$ cat config.mk
export PLATFORM = sky130hd
export DESIGN_NAME = vga_frame_scanner_flat
export DESIGN_NICKNAME = d
export VERILOG_FILES = /design/src/rtl/vga_frame_scanner_pkg.sv /design/src/rtl/vga_frame_scanner_if.sv /design/src/rtl/vga_frame_scanner_timing.sv /design/src/rtl/vga_frame_scanner.sv /design/src/flat_wrapper.sv
export SDC_FILE = /design/constraint.sdc
export NUM_CORES = 1
export LEC_CHECK = 0
export CELL_PAD_IN_SITES_DETAIL_PLACEMENT = 1
export CELL_PAD_IN_SITES_GLOBAL_PLACEMENT = 1
export CORE_MARGIN = 3
export CORE_UTILIZATION = 35
export DETAILED_ROUTE_END_ITERATION = 6
export GPL_TIMING_DRIVEN = 0
export PLACE_DENSITY_LB_ADDON = 0.1
export SYNTH_ARGS = -nofsm -noshare
export SYNTH_HDL_FRONTEND = slang
export SYNTH_SLANG_ARGS = --single-unit
$ cat constraint.sdc
create_clock -name clk -period 3.4 [get_ports clk]
set_clock_uncertainty 0.05 [all_clocks]
set_input_delay 1.02 -clock clk [delete_from_list [all_inputs] [get_ports clk]]
set_output_delay 1.02 -clock clk [all_outputs]
set_load 0.05 [all_outputs]
$ cat src/rtl/vga_frame_scanner_pkg.sv
// Shared VGA timing types and helpers for the frame scanner.
// Holds the timing struct, the 640x480 preset and derived-size functions.
package vga_frame_scanner_pkg;

  typedef struct packed {
    int active;
    int fp;
    int sync;
    int bp;
  } vga_timing_t;

  localparam vga_timing_t VGA_640X480_H = '{640, 16, 96, 48};
  localparam vga_timing_t VGA_640X480_V = '{480, 10, 2, 33};

  function automatic int h_tot(vga_timing_t t);
    return t.active + t.fp + t.sync + t.bp;
  endfunction

  function automatic int v_tot(vga_timing_t t);
    return t.active + t.fp + t.sync + t.bp;
  endfunction

  // Offset that centres an image of size img inside full.
  function automatic int win_off(int full, int img);
    return (full - img) / 2;
  endfunction

endpackage

$ cat src/rtl/vga_frame_scanner_if.sv
// Framebuffer read bus: address + one-clk read strobe out, pixel data back.
// master = scanner side, slave = memory side.
interface vga_frame_scanner_if #(
  parameter int ADDR_W = 17,
  parameter int PIX_W  = 8
);
  logic [ADDR_W-1:0] mem_addr;
  logic              mem_rd;
  logic [PIX_W-1:0]  mem_data;

  modport master (
    output mem_addr,
    output mem_rd,
    input  mem_data
  );

  modport slave (
    input  mem_addr,
    input  mem_rd,
    output mem_data
  );
endinterface

$ cat src/rtl/vga_frame_scanner_timing.sv
// Pixel divider, h/v scan counters and per-position decode.
// Ports: clk, reset in; pt, vga_clk, active, hs_n, vs_n, win, frame0 out.
module vga_timing_gen
  import vga_frame_scanner_pkg::*;
#(
  parameter vga_timing_t HT = VGA_640X480_H,
  parameter vga_timing_t VT = VGA_640X480_V,
  parameter int CLK_DIV = 2,
  parameter int IMG_W   = 256,
  parameter int IMG_H   = 256
) (
  input  logic clk,
  input  logic reset,
  output logic pt,
  output logic vga_clk,
  output logic active,
  output logic hs_n,
  output logic vs_n,
  output logic win,
  output logic frame0
);
  localparam int HTOT = h_tot(HT);
  localparam int VTOT = v_tot(VT);
  localparam int DW   = $clog2(CLK_DIV);
  localparam int HW   = $clog2(HTOT);
  localparam int VW   = $clog2(VTOT);
  localparam int HS0  = HT.active + HT.fp;
  localparam int HS1  = HS0 + HT.sync;
  localparam int VS0  = VT.active + VT.fp;
  localparam int VS1  = VS0 + VT.sync;
  localparam int X0   = win_off(HT.active, IMG_W);
  localparam int Y0   = win_off(VT.active, IMG_H);

  logic [DW-1:0] div, div_nx;
  logic [HW-1:0] hc;
  logic [VW-1:0] vc;
  logic          h_last, v_last;

  assign pt     = div == DW'(CLK_DIV - 1);
  assign div_nx = pt ? '0 : div + DW'(1);
  assign h_last = hc == HW'(HTOT - 1);
  assign v_last = vc == VW'(VTOT - 1);

  // vga_clk is registered from the next divider value so it never glitches.
  always_ff @(posedge clk) begin
    if (reset) begin
      div     <= '0;
      hc      <= '0;
      vc      <= '0;
      vga_clk <= 1'b0;
    end else begin
      div     <= div_nx;
      vga_clk <= div_nx >= DW'(CLK_DIV / 2);
      if (pt) begin
        hc <= h_last ? '0 : hc + HW'(1);
        if (h_last)
          vc <= v_last ? '0 : vc + VW'(1);
      end
    end
  end

  assign active = hc < HW'(HT.active) && vc < VW'(VT.active);
  assign hs_n   = !(hc >= HW'(HS0) && hc < HW'(HS1));
  assign vs_n   = !(vc >= VW'(VS0) && vc < VW'(VS1));
  assign win    = hc >= HW'(X0) && hc < HW'(X0 + IMG_W) &&
                  vc >= VW'(Y0) && vc < VW'(Y0 + IMG_H);
  assign frame0 = pt && hc == '0 && vc == '0;

endmodule

$ cat src/rtl/vga_frame_scanner.sv
// VGA scan-out: fetches the selected image centred on screen, border elsewhere.
// Ports: clk, reset, img_sel, mem (master), hsync/vsync/blank/sync, r/g/b, vga_clk, frame_start.
module vga_frame_scanner
  import vga_frame_scanner_pkg::*;
#(
  parameter int H_ACTIVE = 640,
  parameter int H_FP     = 16,
  parameter int H_SYNC   = 96,
  parameter int H_BP     = 48,
  parameter int V_ACTIVE = 480,
  parameter int V_FP     = 10,
  parameter int V_SYNC   = 2,
  parameter int V_BP     = 33,
  parameter int CLK_DIV  = 2,
  parameter int MEM_LAT  = 1,
  parameter int IMG_W    = 256,
  parameter int IMG_H    = 256,
  parameter int NUM_IMG  = 2,
  parameter int PIX_W    = 8,
  parameter int ADDR_W   = 17,
  parameter logic [7:0] BORDER = 8'h00,
  localparam int SEL_W = (NUM_IMG > 1) ? $clog2(NUM_IMG) : 1
) (
  input  logic             clk,
  input  logic             reset,
  input  logic [SEL_W-1:0] img_sel,
  vga_frame_scanner_if.master mem,
  output logic             hsync,
  output logic             vsync,
  output logic             blank,
  output logic             sync,
  output logic [7:0]       r,
  output logic [7:0]       g,
  output logic [7:0]       b,
  output logic             vga_clk,
  output logic             frame_start
);
  localparam vga_timing_t HT = '{H_ACTIVE, H_FP, H_SYNC, H_BP};
  localparam vga_timing_t VT = '{V_ACTIVE, V_FP, V_SYNC, V_BP};
  localparam int IMG_SZ = IMG_W * IMG_H;

  logic pt, active, hs_n, vs_n, win, frame0;

  vga_timing_gen #(
    .HT(HT), .VT(VT), .CLK_DIV(CLK_DIV),
    .IMG_W(IMG_W), .IMG_H(IMG_H)
  ) u_timing (
    .clk(clk), .reset(reset), .pt(pt), .vga_clk(vga_clk),
    .active(active), .hs_n(hs_n), .vs_n(vs_n),
    .win(win), .frame0(frame0)
  );

  logic [SEL_W-1:0]  sel_q, sel_nx, sel_use;
  logic [ADDR_W-1:0] off_q, off_use, base;
  logic              hs_p, vs_p, act_p, win_p;
  logic [PIX_W-1:0]  pix_q, pix;
  logic [7:0]        pix8, rgb_nx;
  logic              rd_lat;

  // Frame start uses the freshly sampled select so the first read of a
  // full-screen image already points at the new base.
  assign sel_nx  = (int'(img_sel) >= NUM_IMG) ? '0 : img_sel;
  assign sel_use = frame0 ? sel_nx : sel_q;
  assign off_use = frame0 ? '0 : off_q;
  assign base    = ADDR_W'(sel_use) * ADDR_W'(IMG_SZ);

  // rd_lat marks the clk in which the framebuffer drives valid data.
  if (MEM_LAT == 0) begin : g_lat0
    assign rd_lat = mem.mem_rd;
  end else begin : g_latn
    logic [MEM_LAT-1:0] sh;
    always_ff @(posedge clk) begin
      if (reset) sh <= '0;
      else       sh <= MEM_LAT'({sh, mem.mem_rd});
    end
    assign rd_lat = sh[MEM_LAT-1];
  end

  // Bypass covers MEM_LAT = CLK_DIV-1, where data arrives on the pt edge.
  assign pix    = rd_lat ? mem.mem_data : pix_q;
  assign pix8   = 8'(pix) << (8 - PIX_W);
  assign rgb_nx = win_p ? pix8 : (act_p ? BORDER : 8'h00);
  assign sync   = 1'b0;

  always_ff @(posedge clk) begin
    if (reset) begin
      sel_q        <= '0;
      off_q        <= '0;
      pix_q        <= '0;
      mem.mem_addr <= '0;
      mem.mem_rd   <= 1'b0;
      frame_start  <= 1'b0;
      hs_p         <= 1'b1;
      vs_p         <= 1'b1;
      act_p        <= 1'b0;
      win_p        <= 1'b0;
      hsync        <= 1'b1;
      vsync        <= 1'b1;
      blank        <= 1'b0;
      r            <= '0;
      g            <= '0;
      b            <= '0;
    end else begin
      mem.mem_rd  <= 1'b0;
      frame_start <= 1'b0;
      if (rd_lat) pix_q <= mem.mem_data;
      if (pt) begin
        frame_start <= frame0;
        if (frame0) begin
          sel_q <= sel_nx;
          off_q <= '0;
        end
        if (win) begin
          mem.mem_addr <= base + off_use;
          mem.mem_rd   <= 1'b1;
          off_q        <= off_use + ADDR_W'(1);
        end
        hs_p  <= hs_n;
        vs_p  <= vs_n;
        act_p <= active;
        win_p <= win;
        hsync <= hs_p;
        vsync <= vs_p;
        blank <= act_p;
        r     <= rgb_nx;
        g     <= rgb_nx;
        b     <= rgb_nx;
      end
    end
  end

endmodule
$ cat src/flat_wrapper.sv
// flat-port wrapper written by rule: the top's interface ports become plain ports
module vga_frame_scanner_flat import vga_frame_scanner_pkg::*;
#(
  parameter int H_ACTIVE = 640,
  parameter int H_FP     = 16,
  parameter int H_SYNC   = 96,
  parameter int H_BP     = 48,
  parameter int V_ACTIVE = 480,
  parameter int V_FP     = 10,
  parameter int V_SYNC   = 2,
  parameter int V_BP     = 33,
  parameter int CLK_DIV  = 2,
  parameter int MEM_LAT  = 1,
  parameter int IMG_W    = 256,
  parameter int IMG_H    = 256,
  parameter int NUM_IMG  = 2,
  parameter int PIX_W    = 8,
  parameter int ADDR_W   = 17,
  parameter logic [7:0] BORDER = 8'h00,
  localparam int SEL_W = (NUM_IMG > 1) ? $clog2(NUM_IMG) : 1
)
  (clk, reset, img_sel, hsync, vsync, blank, sync, r, g, b, vga_clk, frame_start, mem_mem_addr, mem_mem_rd, mem_mem_data);
  vga_frame_scanner_if #(.ADDR_W(ADDR_W), .PIX_W(PIX_W)) mem_i ();
  input  logic clk;
  input  logic reset;
  input  logic [SEL_W-1:0] img_sel;
  output logic hsync;
  output logic vsync;
  output logic blank;
  output logic sync;
  output logic [7:0] r;
  output logic [7:0] g;
  output logic [7:0] b;
  output logic vga_clk;
  output logic frame_start;
  output wire logic [$bits(mem_i.mem_addr)-1:0] mem_mem_addr;
  output wire logic [$bits(mem_i.mem_rd)-1:0] mem_mem_rd;
  input wire logic [$bits(mem_i.mem_data)-1:0] mem_mem_data;
  assign mem_mem_addr = mem_i.mem_addr;
  assign mem_mem_rd = mem_i.mem_rd;
  assign mem_i.mem_data = mem_mem_data;
  vga_frame_scanner #(.H_ACTIVE(H_ACTIVE), .H_FP(H_FP), .H_SYNC(H_SYNC), .H_BP(H_BP), .V_ACTIVE(V_ACTIVE), .V_FP(V_FP), .V_SYNC(V_SYNC), .V_BP(V_BP), .CLK_DIV(CLK_DIV), .MEM_LAT(MEM_LAT), .IMG_W(IMG_W), .IMG_H(IMG_H), .NUM_IMG(NUM_IMG), .PIX_W(PIX_W), .ADDR_W(ADDR_W), .BORDER(BORDER)) u_core (.clk(clk), .reset(reset), .img_sel(img_sel), .mem(mem_i), .hsync(hsync), .vsync(vsync), .blank(blank), .sync(sync), .r(r), .g(g), .b(b), .vga_clk(vga_clk), .frame_start(frame_start));
endmodule
==> run_results.csv, run 1 <==
group,metric,value,unit
setup_path,crit_end,"u_core.off_q[6]",
timing,finalCritPeriodShare,93.24,%
routing,drtIter0Drc,204,
cts,cts_setup_buffers,0,
routing,met3_length,477,um
routing,top_layer,"met4",
yosys,netlist_area,3914,um2
die,rows,37,
setup_path,worst_r2r_endpoint,"u_core.off_q[6]",
finish,antenna_cells,0,
placement,place_inst,653,
timing,maxSlewHeadroom,49.38,%
cts,cts_resized,0,
cts,clkSlewWorstSetupHoldPaths,90,ps
setup_path,rrSetupSlack,230,ps
hold_path,min_path_type,"reg2reg",
timing,setup_viol,0,
cts,cts.sinks,82,
routing,first_pass_iters,4,
global_route,grt_usage,18.94,%
yosys,synth_edf_count,0,
yosys,postSynthAreaPerCell,8.508,um2
routing,routed_wl,11560,um
setup_path,crit_type,"reg2reg",
yosys,ys_async_sr_fraction,0,%
yosys,syn_inst,460,
global_route,antenna_found_initial,0,
yosys,synth-seq-cells,82,
routing,antenna_left,0,
power_and_ir_drop,power_density,401.8,nW/um2
timing,min_period,3170,ps
yosys,yosysUniqueCellTypes,59,
cts,htreeDepth,3,
finish,synthToLayoutAreaGrowth,25.10,%
timing,hold_viol,0,
yosys,synth_warnings,0,
finish,instances_no_fill,669,
placement,place_hpwl,8286,um
setup_path,reg2regPathDepth,13,
cts,worstSkewPairLatency,360,ps
global_route,grt_pass1_vias,3599,
global_route,grt_overflow,0,
die,die_w,111.7,um
cts,cts_buffers,9,
flow_run,cap_violations,0,
timing,tightest_slew,756.5,ps
yosys,yosys.area.top_type,"dfxtp_1",
yosys,yosysSeqAreaShare,41.94,%
setup_path,cp.arrival,3390,ps
timing,maxSlewViolCount,0,
routing,wl_met2,5119,um
timing,fin_hold_ws,406.5,ps
die,pin_count,59,
status,outcome,"finished clean",
setup_path,start_kind,"flip-flop",
cts,clk_path_buf_depth,2,
finish,drive_above_1_share,11.44,%
cts,postCtsHoldBufs,0,
placement,io_buffers,57,
routing,drt-vias-per-instance,5.396,
power_and_ir_drop,leakagePower,1.668,nW
yosys,syn-num-nets,476,
placement,place_congestion,0.8431,
setup_path,startpoint,"u_core.u_timing.vc[0]",
setup_path,rr_startpoint,"u_core.u_timing.vc[0]",
global_route,grt_max_degree,15,
yosys,synth_top_area_share,41.94,%
yosys,synthTopCellsByArea,"dfxtp_1 (42%), nand2_1 (5.3%), a21oi_1 (5.0%)",
timing,max_freq,315.4,MHz
cts,cts_root_buffer,"clkbuf_8",
setup_path,cp.required,3620,ps
power_and_ir_drop,ir_worst_vdd,0.2215,mV
die,die_h,111.7,um
die,dieArea,12490,um2
finish,nNetsFinal,544,
global_route,grt_first_pass_wirelength,19270,um
timing,worst_slack,229.7,ps
die,core_area,10600,um2
timing,rsz0062_at_grt,"false",
setup_path,cp_max_fo,10,
die,start_util,36.92,%
setup_path,end_kind,"flip-flop",
yosys,synth_flop_cell,"dfxtp_1",
routing,vias,3610,
timing,fin_tns_setup,0,ps
routing,wl_per_cell,17.28,um
routing,wl_met1,5737,um
placement,pre_cts_ws,98.61,ps
cts,cts_tree,"done",
routing,drc,0,
## layout by cell type (no fill, tap or decap), types with 6 or more instances in the layout
master / instances
a211o_1: 6
a21oi_1: 39
a31oi_1: 10
and3_1: 10
buf_4: 19
clkbuf_1: 18
clkbuf_8: 11
clkdlybuf4s50_1: 57
dfxtp_1: 82
inv_1: 6
mux2i_1: 11
nand2_1: 55
nand3_1: 26
nand4_1: 13
nor2_1: 31
nor2b_1: 8
nor3_1: 12
o21ai_0: 17
or4_1: 6
xor2_1: 9
## where the power goes
group / switching [mW] / internal, mW
clock network: 0.378 / 0.492
logic: 0.0850 / 0.0408
registers: 0.00545 / 0.966
total: 0.468 / 1.50
## cells by family (layout without fill, tap and decap cells)
family | count (synthesis) | after routing | share of synthesized area [%]
AOI/OAI and AO/OA | 96 | 96 | 15.38
xor gates and xnor gates | 12 | 12 | 2.686
adders and majority gates | 5 | 5 | 1.598
buffers and inverters | 54 | 127 | 8.440
DFF | 82 | 82 | 41.94
muxes | 11 | 11 | 2.813
other | 1 | 1 | 0.09582
and+or+nand+nor | 199 | 199 | 27.05
## metrics by stage
step	cell area [um2]	util, %	power, mW
final	4896	46.18	1.967
after global placement	4654	43.90	1.120
after CTS	4895	46.17	1.991
after floorplan	3914	-	1.067
after global routing	4896	46.18	2.050
after detailed placement	4654	43.90	1.120
## synthesized netlist by cell type (all sizes together) (11+ instances only)
cell type / count
a21oi: 39
and3: 11
buf: 28
clkbuf: 20
dfxtp: 82
mux2i: 11
nand2: 57
nand3: 26
nand4: 13
nor2: 31
nor3: 13
o21ai: 17
## registers in the layout, summed over array words and instances (netlist names)
name	cells
u_core.frame_start	1
u_core.b	8
u_core.blank	1
u_core.vsync	1
u_core.sel_q	1
u_core.u_timing.hc	10
u_core.pix_q	8
u_core.g_latn.sh	1
u_core.off_q	17
u_core.mem.mem_rd	1
u_core.mem.mem_addr	17
u_core.u_timing.vc	10
u_core.u_timing.vga_clk	1
u_core.win_p	1
u_core.act_p	1
u_core.vs_p	1
u_core.hsync	1
u_core.hs_p	1
## worst max-delay path: stages, from the launching register on
cell and delay (ps):
dfxtp_1 400, inv_1 90, ha_1 190, nor2b_1 150
and2_1 140, clkbuf_1 220, nand2_2 200, clkbuf_2 280
and2_1 170, ha_1 160, nand3_1 190, buf_2 270
or4_1 420, a31oi_1 150
## metal layers
metal	track usage, %	up-vias
met5	0	-
met4	6.569	0
met3	2.935	18
met2	29.42	84
met1	26.77	1747
li1	-	1761
## final cells by class
type / count / area [um2]
Fill cell: 1264 / 5705
Multi-Input combinational cell: 324 / 1942
Sequential cell: 82 / 1642
Timing Repair Buffer: 57 / 570.5
Buffer: 48 / 309.0
Tap cell: 136 / 170.2
Clock buffer: 10 / 127.6
Clock inverter: 6 / 112.6
Inverter: 6 / 22.52
## worst min path at each step
| stage | startpoint | to | slack (ps) | cells after the start |
|---|---|---|---|---|
| 2_1_floorplan | u_core.hs_p | u_core.hsync | 390 | 1 |
| 3_3_place_gp | u_core.mem.mem_addr[12] | u_core.mem.mem_addr[12] | 390 | 2 |
| 3_5_place_dp | u_core.mem.mem_addr[10] | u_core.mem.mem_addr[10] | 400 | 2 |
| 4_1_cts | u_core.mem.mem_addr[10] | u_core.mem.mem_addr[10] | 410 | 2 |
| 5_1_grt | u_core.mem.mem_addr[9] | u_core.mem.mem_addr[9] | 440 | 2 |
| 6_report | u_core.mem.mem_addr[15] | u_core.mem.mem_addr[15] | 410 | 2 |
No activity file was read; power rests on OpenSTA's default activity.
==> run 2, diff against run 1 <==
--- a/config.mk
+++ b/config.mk
@@ -12,6 +12,7 @@
 export DETAILED_ROUTE_END_ITERATION = 6
 export GPL_TIMING_DRIVEN = 0
 export PLACE_DENSITY_LB_ADDON = 0.1
+export REMOVE_ABC_BUFFERS = 1
 export SYNTH_ARGS = -nofsm -noshare
 export SYNTH_HDL_FRONTEND = slang
 export SYNTH_SLANG_ARGS = --single-unit
==> constraint.sdc (replaced) <==
create_clock -name clk -period 3.4 [get_ports clk]
set_clock_uncertainty 0.05 [all_clocks]
set_input_delay 1.02 -clock clk [delete_from_list [all_inputs] [get_ports clk]]
set_output_delay 1.02 -clock clk [all_outputs]
set_load 0.02 [all_outputs]
==> run_results.csv, run 2 (synthesized netlist as in run 1, its figures left out) <==
group,metric,value,unit
status,outcome,"finished clean",
global_route,antenna_found_initial,0,
routing,first_pass_iters,4,
setup_path,cp_max_fo,33,
timing,worst_slack,438.0,ps
global_route,top_usage_layer,"met2",
global_route,grt_overflow,0,
timing,maxSlewHeadroom,34.83,%
cts,htreeDepth,3,
global_route,grt_first_pass_wirelength,16950,um
power_and_ir_drop,pwr-share-comb,4.8,%
finish,antenna_cells,0,
power_and_ir_drop,swShare,22.59,%
setup_path,cp.required,3650,ps
die,dieArea,12490,um2
timing,maxSlewViolCount,0,
timing,finalCritPeriodShare,87.12,%
global_route,use_met1,22.22,%
timing,rsz0062_at_grt,"false",
placement,place_congestion,0.7533,
setup_path,rrSetupSlack,440,ps
cts,cts.sinks,82,
cts,clkSlewWorstSetupHoldPaths,90,ps
global_route,use_met3,3.696,%
routing,drtIter0Drc,213,
setup_path,crit_path_cell_trace,"inv_1 -> ha_1 -> nor4bb_1 -> and4b_2 -> nand2_4 -> and2_1 -> ha_1 -> nand3_2 -> or4_1 -> a21oi_1",
die,pin_count,59,
setup_path,worst_r2r_endpoint,"u_core.off_q[16]",
finish,final_common_cell,"dfxtp_1",
hold_path,hold_end,"u_core.mem.mem_addr[12]",
hold_path,worstHoldStart,"u_core.mem.mem_addr[12]",
die,core_area,10600,um2
placement,place_inst,606,
timing,fin_hold_ws,403.2,ps
routing,vias,3351,
timing,min_period,2962,ps
global_route,grt_usage,16.41,%
hold_path,worstHoldPathCells,2,
placement,io_buffers,57,
setup_path,cpPeakStageDelay,590,ps
finish,reg.largest.list,"u_core.mem.mem_addr: 17 flops, u_core.off_q: 17 flops",
placement,place_hpwl,6585,um
cts,postCtsHoldBufs,0,
placement,pre_cts_ws,-359.4,ps
power_and_ir_drop,clock_power_share,43.1,%
die,die_h,111.7,um
routing,drt-vias-per-instance,5.387,
cts,cts_tree,"done",
timing,setup_viol,0,
finish,final_cell_mix,"dfxtp_1 (81), clkdlybuf4s50_1 (56), nand2_1 (55), a21oi_1 (39), nor2_1 (31)",
power_and_ir_drop,ir_worst_vdd,0.2974,mV
setup_path,cp.arrival,3210,ps
routing,drc,0,
finish,synthToLayoutAreaGrowth,17.71,%
routing,wl_per_cell,15.85,um
setup_path,path_delay_family,"simple AND/OR/NAND/NOR gates",
setup_path,end_kind,"flip-flop",
setup_path,reg2regPathDepth,10,
power_and_ir_drop,leakagePower,1.486,nW
timing,hold_viol,0,
power_and_ir_drop,power.switching,0.4245,mW
setup_path,slowest_stage,"or4_1",
finish,drive_above_1_share,7.202,%
power_and_ir_drop,seqPwrFrac,52.1,%
global_route,grt_max_degree,44,
cts,worstSkewPairLatency,360,ps
routing,antenna_left,0,
global_route,grt_pass1_vias,3283,
cts,clk_path_buf_depth,2,
cts,cts_setup_buffers,0,
finish,nNetsFinal,497,
setup_path,start_kind,"flip-flop",
finish,instances_no_fill,622,
power_and_ir_drop,p_int,1.454,mW
flow_run,cap_violations,0,
setup_path,cpMostUsedCell,"ha_1",
hold_path,min_path_type,"reg2reg",
timing,tightest_slew,971.1,ps
setup_path,rr_startpoint,"u_core.u_timing.hc[0]",
global_route,grtUsageMet2,26.50,%
die,rows,37,
cts,cts_buffers,9,
setup_path,crit_type,"reg2reg",
cts,cts_root_buffer,"clkbuf_8",
setup_path,timing.critical_path.buf_inv,1,
routing,routed_wl,9858,um
finish,utilization,43.46,%
timing,max_freq,337.6,MHz
power_and_ir_drop,power_density,407.9,nW/um2
die,die_w,111.7,um
die,start_util,36.92,%
## run 2: cell types whose count changed in the layout (fill, tap and decap cells not counted), sizes merged
| cell | change |
|---|---|
| buf | -26 |
| bufinv | -1 |
| clkbuf | -18 |
| clkdlybuf4s50 | -1 |
| inv | -1 |
## run 2: worst max-delay path by stage
| stage | start | endpoint | slack, ps | cells past startpoint |
|---|---|---|---|---|
| after detailed placement | u_core.u_timing.vga_clk | u_core.off_q[14] | -360 | 8 |
| after global routing | u_core.u_timing.vc[0] | u_core.off_q[10] | 160 | 10 |
| after floorplan | u_core.u_timing.vga_clk | u_core.off_q[14] | 570 | 8 |
| final | u_core.u_timing.hc[0] | u_core.off_q[16] | 440 | 10 |
| after CTS | u_core.u_timing.hc[0] | u_core.off_q[10] | 200 | 10 |
| after global placement | reset | u_core.b[7] | -1360 | 4 |
## run 2: what timing repair did
item,4_1_cts,5_1_grt
setup endpoints to repair,19,5
endpoints found under the hold margin,0,0
resized for setup,4,1
## run 2: power groups by stage
stage / clock network [mW] / logic, mW / registers [mW]
2_1_floorplan: 0 / 0.0361 / 1.00
3_3_place_gp: 0 / 0.0888 / 1.00
3_5_place_dp: 0 / 0.0914 / 1.00
4_1_cts: 0.840 / 0.0924 / 0.979
5_1_grt: 0.876 / 0.100 / 0.981
6_report: 0.811 / 0.0897 / 0.979
## run 2: layer usage
layer,routed length [um],part of all wire (%)
met5,0,0
met4,59,0.60
met3,361,3.7
met2,4622,47
met1,4815,49
## run 2: worst reg2reg max path, stage by stage, from the launching register on
cell	delay (ps)
dfxtp_1	400
inv_1	80
ha_1	200
nor4bb_1	130
and4b_2	330
nand2_4	320
and2_1	200
ha_1	180
nand3_2	260
or4_1	600
a21oi_1	150
## run 2: final cells by class
class / count / area [um2]
flip-flops and latches: 82 / 1643
inverters: 6 / 22.52
multi-input cells: 324 / 1957
clock inverters: 4 / 73.82
fillers: 1264 / 5995
repair buffers: 58 / 585.6
well taps: 136 / 170.2
clock buffers: 12 / 155.1
## run 2: metrics by stage
step | instance area [um2] | power [mW] | TNS (ps)
after floorplan | 3606 | 1.038 | 0
after global placement | 4347 | 1.090 | -49740
after detailed placement | 4362 | 1.093 | -2613
after CTS | 4602 | 1.912 | 0
after global routing | 4607 | 1.957 | 0
final | 4607 | 1.879 | 0
==> run 3, diff against run 2 <==
--- a/config.mk
+++ b/config.mk
@@ -7,12 +7,14 @@
 export LEC_CHECK = 0
 export CELL_PAD_IN_SITES_DETAIL_PLACEMENT = 1
 export CELL_PAD_IN_SITES_GLOBAL_PLACEMENT = 1
+export CORE_ASPECT_RATIO = 1.75
 export CORE_MARGIN = 3
-export CORE_UTILIZATION = 35
+export CORE_UTILIZATION = 40
 export DETAILED_ROUTE_END_ITERATION = 6
 export GPL_TIMING_DRIVEN = 0
 export PLACE_DENSITY_LB_ADDON = 0.1
 export REMOVE_ABC_BUFFERS = 1
+export SETUP_SLACK_MARGIN = 0.15
 export SYNTH_ARGS = -nofsm -noshare
 export SYNTH_HDL_FRONTEND = slang
 export SYNTH_SLANG_ARGS = --single-unit
==> run_results.csv, run 3 (synthesized netlist as in run 1, its figures left out) <==
group,metric,value,unit
global_route,antenna_found_initial,0,
die,die_w,80.78,um
finish,antenna_cells,0,
die,core_area,9527,um2
routing,antenna_left,0,
flow_run,cap_violations,0,
timing,min_period,2940,ps
hold_path,min_path_type,"reg2reg",
die,rows,47,
finish,reg.largest.list,"u_core.mem.mem_addr: 17 flops, u_core.off_q: 17 flops",
placement,io_buffers,57,
finish,instances_no_fill,608,
setup_path,start_kind,"flip-flop",
cts,clkSlewWorstSetupHoldPaths,60,ps
timing,rsz0062_at_grt,"false",
die,pin_count,59,
global_route,grt_first_pass_wirelength,16770,um
die,die_h,136.9,um
setup_path,cp.required,3610,ps
finish,drive_above_1_share,6.790,%
cts,cts_buffers,9,
routing,routed_wl,10070,um
global_route,grt_max_degree,42,
cts,cts_tree,"done",
placement,place_inst,592,
die,dieArea,11050,um2
setup_path,crit_type,"reg2reg",
routing,first_pass_iters,4,
timing,max_freq,340.1,MHz
routing,wl_per_cell,16.57,um
timing,maxSlewHeadroom,32.87,%
power_and_ir_drop,power,2.043,mW
cts,cts.sinks,82,
finish,nNetsFinal,497,
status,outcome,"finished clean",
finish,final-seq-area,1643,um2
setup_path,end_kind,"flip-flop",
cts,clk_path_buf_depth,2,
routing,drt-vias-per-instance,5.531,
placement,place_congestion,0.8766,
timing,finalCritPeriodShare,86.47,%
routing,vias,3363,
cts,cts_root_buffer,"clkbuf_16",
global_route,grt_pass1_vias,3414,
routing,drc,0,
setup_path,cp_max_fo,33,
global_route,grt_overflow,0,
timing,fin_hold_ws,400.0,ps
hold_path,worstHoldPathCells,2,
routing,drtIter0Drc,164,
timing,maxSlewViolCount,0,
finish,fillers,1147,
placement,place_hpwl,7019,um
cts,postCtsHoldBufs,0,
cts,htreeDepth,3,
power_and_ir_drop,power_density,438.5,nW/um2
setup_path,cp.arrival,3150,ps
power_and_ir_drop,leakagePower,1.518,nW
setup_path,reg2regPathDepth,10,
cts,worstSkewPairLatency,330,ps
timing,hold_viol,0,
finish,multi_input_area,1957,um2
die,start_util,41.08,%
timing,fin_tns_setup,0,ps
timing,tightest_slew,999.4,ps
global_route,grt_usage,19.59,%
finish,final_common_cell,"dfxtp_1",
finish,final_cell_mix,"dfxtp_1 (81), clkdlybuf4s50_1 (56), nand2_1 (55), a21oi_1 (39), nor2_1 (31)",
power_and_ir_drop,ir_worst_vdd,0.2365,mV
timing,setup_viol,0,
finish,synthToLayoutAreaGrowth,19.05,%
==> run 3: changes by cell type in the layout (fill, tap and decap cells not counted), sizes merged <==
cell | previous run | this run
bufinv | 2 | 1
clkbuf | 12 | 14
clkinv | 2 | 1
==> run 3: timing repair <==
action                                  in CTS  in global routing
setup buffers                                0                  0
gates resized for setup                      4                  2
endpoints found under the setup margin      29                  5
gates cloned                                 0                  0
==> run 3: critical path, stage by stage, from the launching register on <==
cell and delay (ps):
dfxtp_1 390, inv_1 80, ha_1 210, nor4bb_1 140
and4b_2 330, nand2_4 300, and2_1 190, ha_1 190
nand3_2 250, or4_1 570, a31oi_1 160
==> run 3: layout make-up <==
class,count,area share [%]
clock buffer,14,5.666
sequential,82,35.26
inverter,6,0.4834
tap,122,3.276
timing repair buffer,58,12.57
clock inverter,2,0.7519
multi-input combinational,324,42.00
==> run 3: layer usage <==
layer | vias up | part of all wire [%] | GRT usage (%)
li1 | 1661 | - | -
met1 | 1641 | 40 | 20.41
met2 | 45 | 55 | 37.27
met3 | 16 | 2.3 | 2.767
met4 | 0 | 2.5 | 9.398
met5 | - | 0 | 0
==> run 3: metrics by stage <==
step / util, % / area (um2) / setup slack, ps
2_1_floorplan: - / 3606 / 567.4
3_3_place_gp: 45.44 / 4329 / -1268
3_5_place_dp: 45.60 / 4344 / -228.7
4_1_cts: 48.86 / 4654 / 236.3
5_1_grt: 48.91 / 4659 / 234.0
6_report: 48.91 / 4659 / 460.0
==> run 3: worst paths after layout <==
check                                              end                    from  slack [ps]
worst max-delay path                  u_core.off_q[10]   u_core.u_timing.hc[0]         460
worst min-delay path            u_core.mem.mem_addr[9]  u_core.mem.mem_addr[9]         400
worst max register to register        u_core.off_q[10]   u_core.u_timing.hc[0]         460
worst min register to register  u_core.mem.mem_addr[9]  u_core.mem.mem_addr[9]         400
==> run 3: power by group <==
group | internal, mW | leakage, nW | switching [mW]
Clock | 0.609 | 0.147 | 0.364
Sequential | 0.968 | 0.662 | 0.0122
Combinational | 0.0336 | 0.709 | 0.0562
Total | 1.61 | 1.52 | 0.433
